### src/rtl/game_sprite_spawn_ctrl_pkg.sv
// Shared types and helpers for sprite spawn controllers: sequencer states, LFSR constants, dx decode.
package game_spawn_pkg;

    typedef enum logic [2:0] {
        ST_IDLE     = 3'd0,
        ST_LOAD_XY  = 3'd1,
        ST_LOAD_DXY = 3'd2,
        ST_ACTIVE   = 3'd3,
        ST_COOLDOWN = 3'd4
    } spawn_state_e;

    localparam logic [15:0] LFSR_MASK         = 16'hB400;
    localparam logic [15:0] LFSR_DEFAULT_SEED = 16'hACE1;

    function automatic logic [15:0] lfsr_step(input logic [15:0] state);
        return (state >> 1) ^ (state[0] ? LFSR_MASK : 16'h0000);
    endfunction

    // Two random bits give a horizontal drift biased towards straight-down motion.
    function automatic logic [1:0] dx_decode(input logic [1:0] sel);
        case (sel)
            2'b01:   return 2'b01;
            2'b11:   return 2'b11;
            default: return 2'b00;
        endcase
    endfunction

endpackage

### src/rtl/game_sprite_spawn_ctrl_if.sv
// Handshake bundle between game logic, the spawn controller and one sprite instance.
interface game_sprite_spawn_ctrl_if #(
    parameter int W_X      = 10,
    parameter int W_Y      = 9,
    parameter int DX_WIDTH = 2,
    parameter int DY_WIDTH = 2
);
    logic                launch;
    logic                auto_respawn;
    logic                kill;
    logic                sprite_within_screen;
    logic                sprite_write_xy;
    logic                sprite_write_dxy;
    logic [W_X-1:0]      sprite_write_x;
    logic [W_Y-1:0]      sprite_write_y;
    logic [DX_WIDTH-1:0] sprite_write_dx;
    logic [DY_WIDTH-1:0] sprite_write_dy;
    logic                sprite_enable_update;
    logic                active;
    logic                miss;
    logic                kill_ack;
    logic [7:0]          spawn_count;

    modport master (
        input  launch, auto_respawn, kill, sprite_within_screen,
        output sprite_write_xy, sprite_write_dxy, sprite_write_x, sprite_write_y,
               sprite_write_dx, sprite_write_dy, sprite_enable_update,
               active, miss, kill_ack, spawn_count
    );

    modport slave (
        output launch, auto_respawn, kill, sprite_within_screen,
        input  sprite_write_xy, sprite_write_dxy, sprite_write_x, sprite_write_y,
               sprite_write_dx, sprite_write_dy, sprite_enable_update,
               active, miss, kill_ack, spawn_count
    );
endinterface

### src/rtl/game_sprite_spawn_ctrl_lfsr.sv
// Free-running 16-bit Galois LFSR; a zero seed would lock up, so it is swapped for the default.
module game_lfsr16
    import game_spawn_pkg::*;
#(
    parameter logic [15:0] SEED = LFSR_DEFAULT_SEED
) (
    input  logic        clk,
    input  logic        rst,
    output logic [15:0] state_o
);
    localparam logic [15:0] SEED_EFF = (SEED == 16'h0000) ? LFSR_DEFAULT_SEED : SEED;

    logic [15:0] state_q;

    always_ff @(posedge clk or negedge rst) begin
        if (!rst) begin
            state_q <= SEED_EFF;
        end else begin
            state_q <= lfsr_step(state_q);
        end
    end

    assign state_o = state_q;
endmodule

### src/rtl/game_sprite_spawn_ctrl.sv
// Spawn sequencer for one meteor sprite: place, launch, watch for exit or kill, cool down, respawn.
module game_sprite_spawn_ctrl
    import game_spawn_pkg::*;
#(
    parameter int          screen_width    = 640,
    parameter int          screen_height   = 480,
    parameter int          w_x             = $clog2(screen_width),
    parameter int          w_y             = $clog2(screen_height),
    parameter int          DX_WIDTH        = 2,
    parameter int          DY_WIDTH        = 2,
    parameter int          SPAWN_X_MIN     = 32,
    parameter int          X_MASK          = 511,
    parameter int          SPAWN_Y         = 0,
    parameter int          SPEED_DY        = 1,
    parameter int          COOLDOWN_CYCLES = 1000,
    parameter logic [15:0] LFSR_SEED       = 16'hACE1
) (
    input logic                      clk,
    input logic                      rst,
    game_sprite_spawn_ctrl_if.master bus
);
    localparam int            CW        = (COOLDOWN_CYCLES > 1) ? $clog2(COOLDOWN_CYCLES) : 1;
    localparam logic [CW-1:0] COOL_INIT = CW'(COOLDOWN_CYCLES - 1);

    spawn_state_e        state_q, state_d;
    logic                seen_q, seen_d;
    logic [CW-1:0]       cool_q, cool_d;
    logic                miss_d, kill_ack_d;
    logic [15:0]         lfsr_s, lfsr_next_s;
    logic [1:0]          dx_raw_s;

    logic                wxy_q, wdxy_q, en_q, active_q, miss_q, kill_ack_q;
    logic [w_x-1:0]      x_q;
    logic [w_y-1:0]      y_q;
    logic [DX_WIDTH-1:0] dx_q;
    logic [DY_WIDTH-1:0] dy_q;
    logic [7:0]          cnt_q;

    game_lfsr16 #(.SEED(LFSR_SEED)) u_lfsr (
        .clk     (clk),
        .rst     (rst),
        .state_o (lfsr_s)
    );

    // Outputs are registered from the next state, so the LFSR word they capture is the one
    // visible during the strobe cycle itself.
    assign lfsr_next_s = lfsr_step(lfsr_s);
    assign dx_raw_s    = dx_decode(lfsr_next_s[1:0]);

    // Next-state, exit detection and cooldown countdown.
    always_comb begin
        state_d    = state_q;
        seen_d     = seen_q;
        cool_d     = cool_q;
        miss_d     = 1'b0;
        kill_ack_d = 1'b0;
        case (state_q)
            ST_IDLE: begin
                if (bus.launch) state_d = ST_LOAD_XY;
                else            state_d = ST_IDLE;
            end
            ST_LOAD_XY:  state_d = ST_LOAD_DXY;
            ST_LOAD_DXY: begin
                state_d = ST_ACTIVE;
                seen_d  = 1'b0;
            end
            ST_ACTIVE: begin
                if (bus.sprite_within_screen) seen_d = 1'b1;
                else                          seen_d = seen_q;
                // Only a sprite already seen on screen can miss; kill takes priority.
                if (bus.kill) begin
                    kill_ack_d = 1'b1;
                    state_d    = ST_COOLDOWN;
                    cool_d     = COOL_INIT;
                end else if (seen_q && !bus.sprite_within_screen) begin
                    miss_d  = 1'b1;
                    state_d = ST_COOLDOWN;
                    cool_d  = COOL_INIT;
                end else begin
                    state_d = ST_ACTIVE;
                end
            end
            ST_COOLDOWN: begin
                if (cool_q == {CW{1'b0}}) begin
                    if (bus.auto_respawn) state_d = ST_LOAD_XY;
                    else                  state_d = ST_IDLE;
                end else begin
                    cool_d = cool_q - CW'(1);
                end
            end
            default: state_d = ST_IDLE;
        endcase
    end

    // State plus registered strobes, spawn data and saturating spawn counter.
    always_ff @(posedge clk or negedge rst) begin
        if (!rst) begin
            state_q    <= ST_IDLE;
            seen_q     <= 1'b0;
            cool_q     <= {CW{1'b0}};
            wxy_q      <= 1'b0;
            wdxy_q     <= 1'b0;
            en_q       <= 1'b0;
            active_q   <= 1'b0;
            miss_q     <= 1'b0;
            kill_ack_q <= 1'b0;
            x_q        <= {w_x{1'b0}};
            y_q        <= {w_y{1'b0}};
            dx_q       <= {DX_WIDTH{1'b0}};
            dy_q       <= {DY_WIDTH{1'b0}};
            cnt_q      <= 8'd0;
        end else begin
            state_q    <= state_d;
            seen_q     <= seen_d;
            cool_q     <= cool_d;
            wxy_q      <= (state_d == ST_LOAD_XY);
            wdxy_q     <= (state_d == ST_LOAD_DXY);
            en_q       <= (state_d == ST_ACTIVE);
            active_q   <= (state_d == ST_ACTIVE);
            miss_q     <= miss_d;
            kill_ack_q <= kill_ack_d;
            if (state_d == ST_LOAD_XY) begin
                x_q <= w_x'(16'(SPAWN_X_MIN) + (lfsr_next_s & 16'(X_MASK)));
                y_q <= w_y'(SPAWN_Y);
                if (cnt_q != 8'hFF) cnt_q <= cnt_q + 8'd1;
            end
            if (state_d == ST_LOAD_DXY) begin
                dx_q <= DX_WIDTH'($signed(dx_raw_s));
                dy_q <= DY_WIDTH'(SPEED_DY);
            end
        end
    end

    assign bus.sprite_write_xy      = wxy_q;
    assign bus.sprite_write_dxy     = wdxy_q;
    assign bus.sprite_write_x       = x_q;
    assign bus.sprite_write_y       = y_q;
    assign bus.sprite_write_dx      = dx_q;
    assign bus.sprite_write_dy      = dy_q;
    assign bus.sprite_enable_update = en_q;
    assign bus.active               = active_q;
    assign bus.miss                 = miss_q;
    assign bus.kill_ack             = kill_ack_q;
    assign bus.spawn_count          = cnt_q;
endmodule

### src/flat_wrapper.sv
// flat-port wrapper written by rule: the top's interface ports become plain ports
module game_sprite_spawn_ctrl_flat import game_spawn_pkg::*;
#(
    parameter int          screen_width    = 640,
    parameter int          screen_height   = 480,
    parameter int          w_x             = $clog2(screen_width),
    parameter int          w_y             = $clog2(screen_height),
    parameter int          DX_WIDTH        = 2,
    parameter int          DY_WIDTH        = 2,
    parameter int          SPAWN_X_MIN     = 32,
    parameter int          X_MASK          = 511,
    parameter int          SPAWN_Y         = 0,
    parameter int          SPEED_DY        = 1,
    parameter int          COOLDOWN_CYCLES = 1000,
    parameter logic [15:0] LFSR_SEED       = 16'hACE1
)
  (clk, rst, bus_launch, bus_auto_respawn, bus_kill, bus_sprite_within_screen, bus_sprite_write_xy, bus_sprite_write_dxy, bus_sprite_write_x, bus_sprite_write_y, bus_sprite_write_dx, bus_sprite_write_dy, bus_sprite_enable_update, bus_active, bus_miss, bus_kill_ack, bus_spawn_count);
  game_sprite_spawn_ctrl_if #(.W_X(10), .W_Y(9), .DX_WIDTH(DX_WIDTH), .DY_WIDTH(DY_WIDTH)) bus_i ();
  input logic clk;
  input logic rst;
  input wire logic [$bits(bus_i.launch)-1:0] bus_launch;
  input wire logic [$bits(bus_i.auto_respawn)-1:0] bus_auto_respawn;
  input wire logic [$bits(bus_i.kill)-1:0] bus_kill;
  input wire logic [$bits(bus_i.sprite_within_screen)-1:0] bus_sprite_within_screen;
  output wire logic [$bits(bus_i.sprite_write_xy)-1:0] bus_sprite_write_xy;
  output wire logic [$bits(bus_i.sprite_write_dxy)-1:0] bus_sprite_write_dxy;
  output wire logic [$bits(bus_i.sprite_write_x)-1:0] bus_sprite_write_x;
  output wire logic [$bits(bus_i.sprite_write_y)-1:0] bus_sprite_write_y;
  output wire logic [$bits(bus_i.sprite_write_dx)-1:0] bus_sprite_write_dx;
  output wire logic [$bits(bus_i.sprite_write_dy)-1:0] bus_sprite_write_dy;
  output wire logic [$bits(bus_i.sprite_enable_update)-1:0] bus_sprite_enable_update;
  output wire logic [$bits(bus_i.active)-1:0] bus_active;
  output wire logic [$bits(bus_i.miss)-1:0] bus_miss;
  output wire logic [$bits(bus_i.kill_ack)-1:0] bus_kill_ack;
  output wire logic [$bits(bus_i.spawn_count)-1:0] bus_spawn_count;
  assign bus_i.launch = bus_launch;
  assign bus_i.auto_respawn = bus_auto_respawn;
  assign bus_i.kill = bus_kill;
  assign bus_i.sprite_within_screen = bus_sprite_within_screen;
  assign bus_sprite_write_xy = bus_i.sprite_write_xy;
  assign bus_sprite_write_dxy = bus_i.sprite_write_dxy;
  assign bus_sprite_write_x = bus_i.sprite_write_x;
  assign bus_sprite_write_y = bus_i.sprite_write_y;
  assign bus_sprite_write_dx = bus_i.sprite_write_dx;
  assign bus_sprite_write_dy = bus_i.sprite_write_dy;
  assign bus_sprite_enable_update = bus_i.sprite_enable_update;
  assign bus_active = bus_i.active;
  assign bus_miss = bus_i.miss;
  assign bus_kill_ack = bus_i.kill_ack;
  assign bus_spawn_count = bus_i.spawn_count;
  game_sprite_spawn_ctrl #(.screen_width(screen_width), .screen_height(screen_height), .w_x(w_x), .w_y(w_y), .DX_WIDTH(DX_WIDTH), .DY_WIDTH(DY_WIDTH), .SPAWN_X_MIN(SPAWN_X_MIN), .X_MASK(X_MASK), .SPAWN_Y(SPAWN_Y), .SPEED_DY(SPEED_DY), .COOLDOWN_CYCLES(COOLDOWN_CYCLES), .LFSR_SEED(LFSR_SEED)) u_core (.clk(clk), .rst(rst), .bus(bus_i));
endmodule
### config.mk
export PLATFORM = sky130hd
export DESIGN_NAME = game_sprite_spawn_ctrl_flat
export DESIGN_NICKNAME = d
export VERILOG_FILES = /design/src/rtl/game_sprite_spawn_ctrl_pkg.sv /design/src/rtl/game_sprite_spawn_ctrl_if.sv /design/src/rtl/game_sprite_spawn_ctrl_lfsr.sv /design/src/rtl/game_sprite_spawn_ctrl.sv /design/src/flat_wrapper.sv
export SDC_FILE = /design/constraint.sdc
export NUM_CORES = 1
export LEC_CHECK = 0
export ABC_AREA = 1
export BUFFER_PORTS_ARGS = -buffer_cell sky130_fd_sc_hd__buf_2
export CORE_MARGIN = 2
export CORE_UTILIZATION = 30
export DETAILED_ROUTE_END_ITERATION = 10
export RECOVER_POWER = 100
export SLEW_MARGIN = 0
export SYNTH_ARGS = -nofsm -noshare
export SYNTH_HDL_FRONTEND = slang
export SYNTH_SLANG_ARGS = --single-unit
### constraint.sdc
create_clock -name clk -period 2.7 [get_ports clk]
set_input_delay 0.135 -clock clk [delete_from_list [all_inputs] [get_ports clk]]
set_output_delay 0.135 -clock clk [all_outputs]
set_load 0.005 [all_outputs]
==> metrics.md <==
| Metric | Value |
|---|---|
| Status | `completed` |
| Synth unique cells | `31` |
| Hold Path Depth | `4` |
| Setup Buffers After CTS | `0` |
| Sequential area share after synthesis | `a little over half` |
| Post-Syn Instances | `approximately 280` |
| Detailed Route Iter0 Violations | `73` |
| ANT cells | `0` |
| Met1 Track Usage GR | `15.5%` |
| Worst path max stage delay | `approximately 0.66 ns` |
| Gr busiest metal | `met2` |
| IO Count | `43` |
| First-pass GRT wire length | `8540 um` |
| Vias in the first global route | `about 1,800` |
| Clock Pin Slew Worst Setup and Hold Paths | `roughly 0.10 ns` |
| Die width | `slightly below 100 um` |
| Post_cts resized | `0` |
| Crit path DAT | `between 2 and 2.5 ns` |
| Die H | `96.7 um` |
| Critical path class | `reg -> reg` |
| Vias per inst | `between 4 and 5` |
| Grt ovf | `0` |
| Hold Crit Class | `in -> reg` |
| Setup_tns | `0 ns` |
| Crit share post-route | `between 70% and 80%` |
| Register bit count reported by yosys | `56` |
| Sw Ratio | `41.9%` |
| Row count | `33` |
| Worst setup SP type | `flip-flop` |
| Largest net degree at the start of global routing | `37` |
| Final setup viols | `0` |
| Initial antenna violation count | `0` |
| CTS tree | `yes` |
| F_max | `between 400 and 500 MHz` |
| Core footprint | `8260 um2` |
| Total Power | `2.56 mW` |
| Pwr dens | `901 nW/um2` |
| Routed Antenna Nets | `0` |
| Sequential power share | `roughly 45%` |
| Max-capacitance violation count | `0` |
| Vias | `between 1,500 and 2,000` |
| Worst skew pair latency | `roughly 0.31 ns` |
| CTS root buf | `clkbuf_8` |
| Area Growth Syn to Fin | `10.2%` |
| Critical path's slowest cell | `nor3_1` |
| VDD IR max | `0.331 mV` |
| CP Cell Sequence | `nor3_1 > clkinv_1 > nand2_2 > nor2_4 > nand2_4 > inv_2 > nand2_1 > nand2_1` |
| Yosys warnings | `0` |
| Clock power frac | `roughly 18%` |
| Average size of a mapped cell | `between 9 and 10 um2` |
| Fin. Hold Viols | `0` |
| Hold-fix buffers, CTS | `2` |
| Critical path peak fanout | `16` |
| GR Layer Usage met2 | `16.7%` |
| All-layer global routing usage | `between 10% and 20%` |
| Internal power | `1.49 mW` |
| Slew Viols, Final | `0` |
| DIE AREA | `9360 um2` |
| Slew HR | `a little over a fifth` |
| Routed WL | `a little under 5000 um` |
| Final net count | `322` |
| CTS max path bufs | `2` |
| Worst reg2reg path depth | `8` |
| Type of destination of the critical path | `flip-flop` |
| Starting Density | `between 30% and 40%` |
| Routability congestion estimate | `roughly 0.8` |
| P_sw | `about 1.1 mW` |
| DRC viols | `0` |
| Final Critical Period | `about 2.2 ns` |
| Num CTS Buffers | `5` |
| Worst R2R Setup Slack | `between 0.5 and 0.6 ns` |
| Comb power frac | `a little under two fifths` |
| RSZ-0062 raised after global routing | `false` |
| Leakage power | `~1.4 nW` |
| Routed WL per cell | `~12 um` |
| Layout cells sized above 1 | `between 10% and 20%` |
| Clock skew | `around 0.0058 ns` |
| Port Buffers | `32` |
| Post-synthesis instance area | `between 2000 and 3000 um2` |
| Pre-antenna DRT Iters | `4` |
| Grt met3 use | `between 2 and 3%` |
| Slew @ Worst Pin | `approximately 1.2 ns` |
| Required time of the critical path | `just under 3 ns` |
| H-Tree Depth | `2` |
| Hpwl dp | `around 3500 um` |
| Num Clock Sinks | `56` |
| CP dominant cell by count | `nand2_1` |
kinds of logic after synthesis:
family	Yosys count	share of synthesized area [%]
adders and majority gates	3	1.46
DFF	56	54.7
xor gates and xnor gates	10	3.39
AOI/OAI and AO/OA	18	4.66
other	1	0.145
and+or+nand+nor	150	27.4
buffers and inverters	39	8.20
metal layers:
layer  share of wire, %  up-vias
li1                   -      936
met1                 51      877
met2                 44       43
met3                5.0        4
met4               0.76        0
met5                  0        -
synth_stat cells:
library cell   n  area share [%]
buf_2          1            0.19
a21oi_1        2            0.39
nor2_4         1            0.44
nor3_2         1            0.39
inv_2          4            0.58
nand2_4        1            0.44
buf_6          3             1.3
inv_1         19             2.8
xor2_1         8             2.7
nand3_4        1            0.68
conb_1         1            0.15
nand3_2        4             1.6
dfstp_2        8             8.1
o21ai_0        7             1.4
xnor2_1        2            0.68
nor2_2         3            0.73
o21ai_4        1            0.63
clkinv_1       1            0.15
o21ai_2        5             1.7
nand3_1       19             3.7
nand3b_1       3            0.87
or2_2          2            0.48
nand2_2        3            0.73
nor3_1         2            0.39
nand4_1       11             2.7
nand2_1       83              12
buf_4         11             3.2
o21ai_1        3            0.58
ha_1           3             1.5
nor2_1        16             2.3
dfrtp_1       48              47
final timing paths:
path | startpoint | endpoint
worst max-delay path | u_core.state_q[1]$_DFF_PN0_ | u_core.bus.sprite_write_x[3]$_DFFE_PN0N_
worst min-delay path | bus_sprite_within_screen | u_core.bus.miss$_DFF_PN0_
worst max register to register | u_core.state_q[1]$_DFF_PN0_ | u_core.bus.sprite_write_x[3]$_DFFE_PN0N_
worst min register to register | u_core.u_lfsr.state_o[12]$_DFF_PN0_ | u_core.u_lfsr.state_o[11]$_DFF_PN1_
max in group asynchronous | rst | u_core.u_lfsr.state_o[15]$_DFF_PN1_
min in group asynchronous | rst | u_core.seen_q$_DFFE_PN0P_
cells in the final DEF (no fill, tap or decap), drive strengths merged:
master,count
nand2,87
dfrtp,48
nand3,24
inv,22
nor2,20
clkbuf,20
buf,19
o21ai,16
nand4,11
conb,10
xor2,8
dfstp,8
nor3,3
nand3b,3
ha,3
clkinv,3
a21oi,2
xnor2,2
or2,2
dlygate4sd3,2
clkinvlp,1
state kept, by name, summed over array words and instances (netlist names):
register,cells
u_core.bus.sprite_write_dy,1
u_core.state_q,3
u_core.bus.kill_ack,1
u_core.u_lfsr.state_o,16
u_core.bus.spawn_count,8
u_core.bus.sprite_write_dx,2
u_core.cool_q,10
u_core.bus.sprite_write_x,10
u_core.bus.sprite_enable_update,1
u_core.bus.sprite_write_dxy,1
u_core.seen_q,1
u_core.bus.sprite_write_xy,1
u_core.bus.miss,1
per-stage QoR:
| step | util, % | cell area, um2 | hold slack, ns | cells | setup slack (ns) |
|---|---|---|---|---|---|
| 6_report | 34.4 | 2840 | 0.0918 | 419 | 0.547 |
| 4_1_cts | 35.1 | 2900 | 0.0904 | 419 | 0.771 |
| 3_5_place_dp | 33.8 | 2790 | 0.137 | 409 | 0.806 |
| 5_1_grt | 34.4 | 2840 | 0.0999 | 419 | 0.327 |
| 2_1_floorplan | - | 2610 | -0.161 | 286 | 1.12 |
| 3_3_place_gp | 33.8 | 2790 | 0.139 | 409 | 0.893 |
final cells by class:
type	instances	area, um2
fillers	884	5410
clock buffers	6	72.6
multi-input cells	191	952
inverters	24	90.1
clock inverters	2	16.3
well taps	105	131
flip-flops and latches	56	1410
repair buffers	35	170
power by group through the flow:
stage               clock (mW)  combinational [mW]  sequential (mW)
floorplan                    0               0.846             1.15
global placement             0               0.996             1.17
detailed placement           0                1.02             1.17
CTS                      0.473                1.03             1.16
global route             0.513                1.10             1.18
finish                   0.456               0.955             1.15
worst max-delay path: cells and delay by family, from the launching register on:
family	cells	cell delay [ns]
simple gates	6	1.19
buf+inv	2	0.44
flops	1	0.43
No activity file was read; power rests on OpenSTA's default activity.
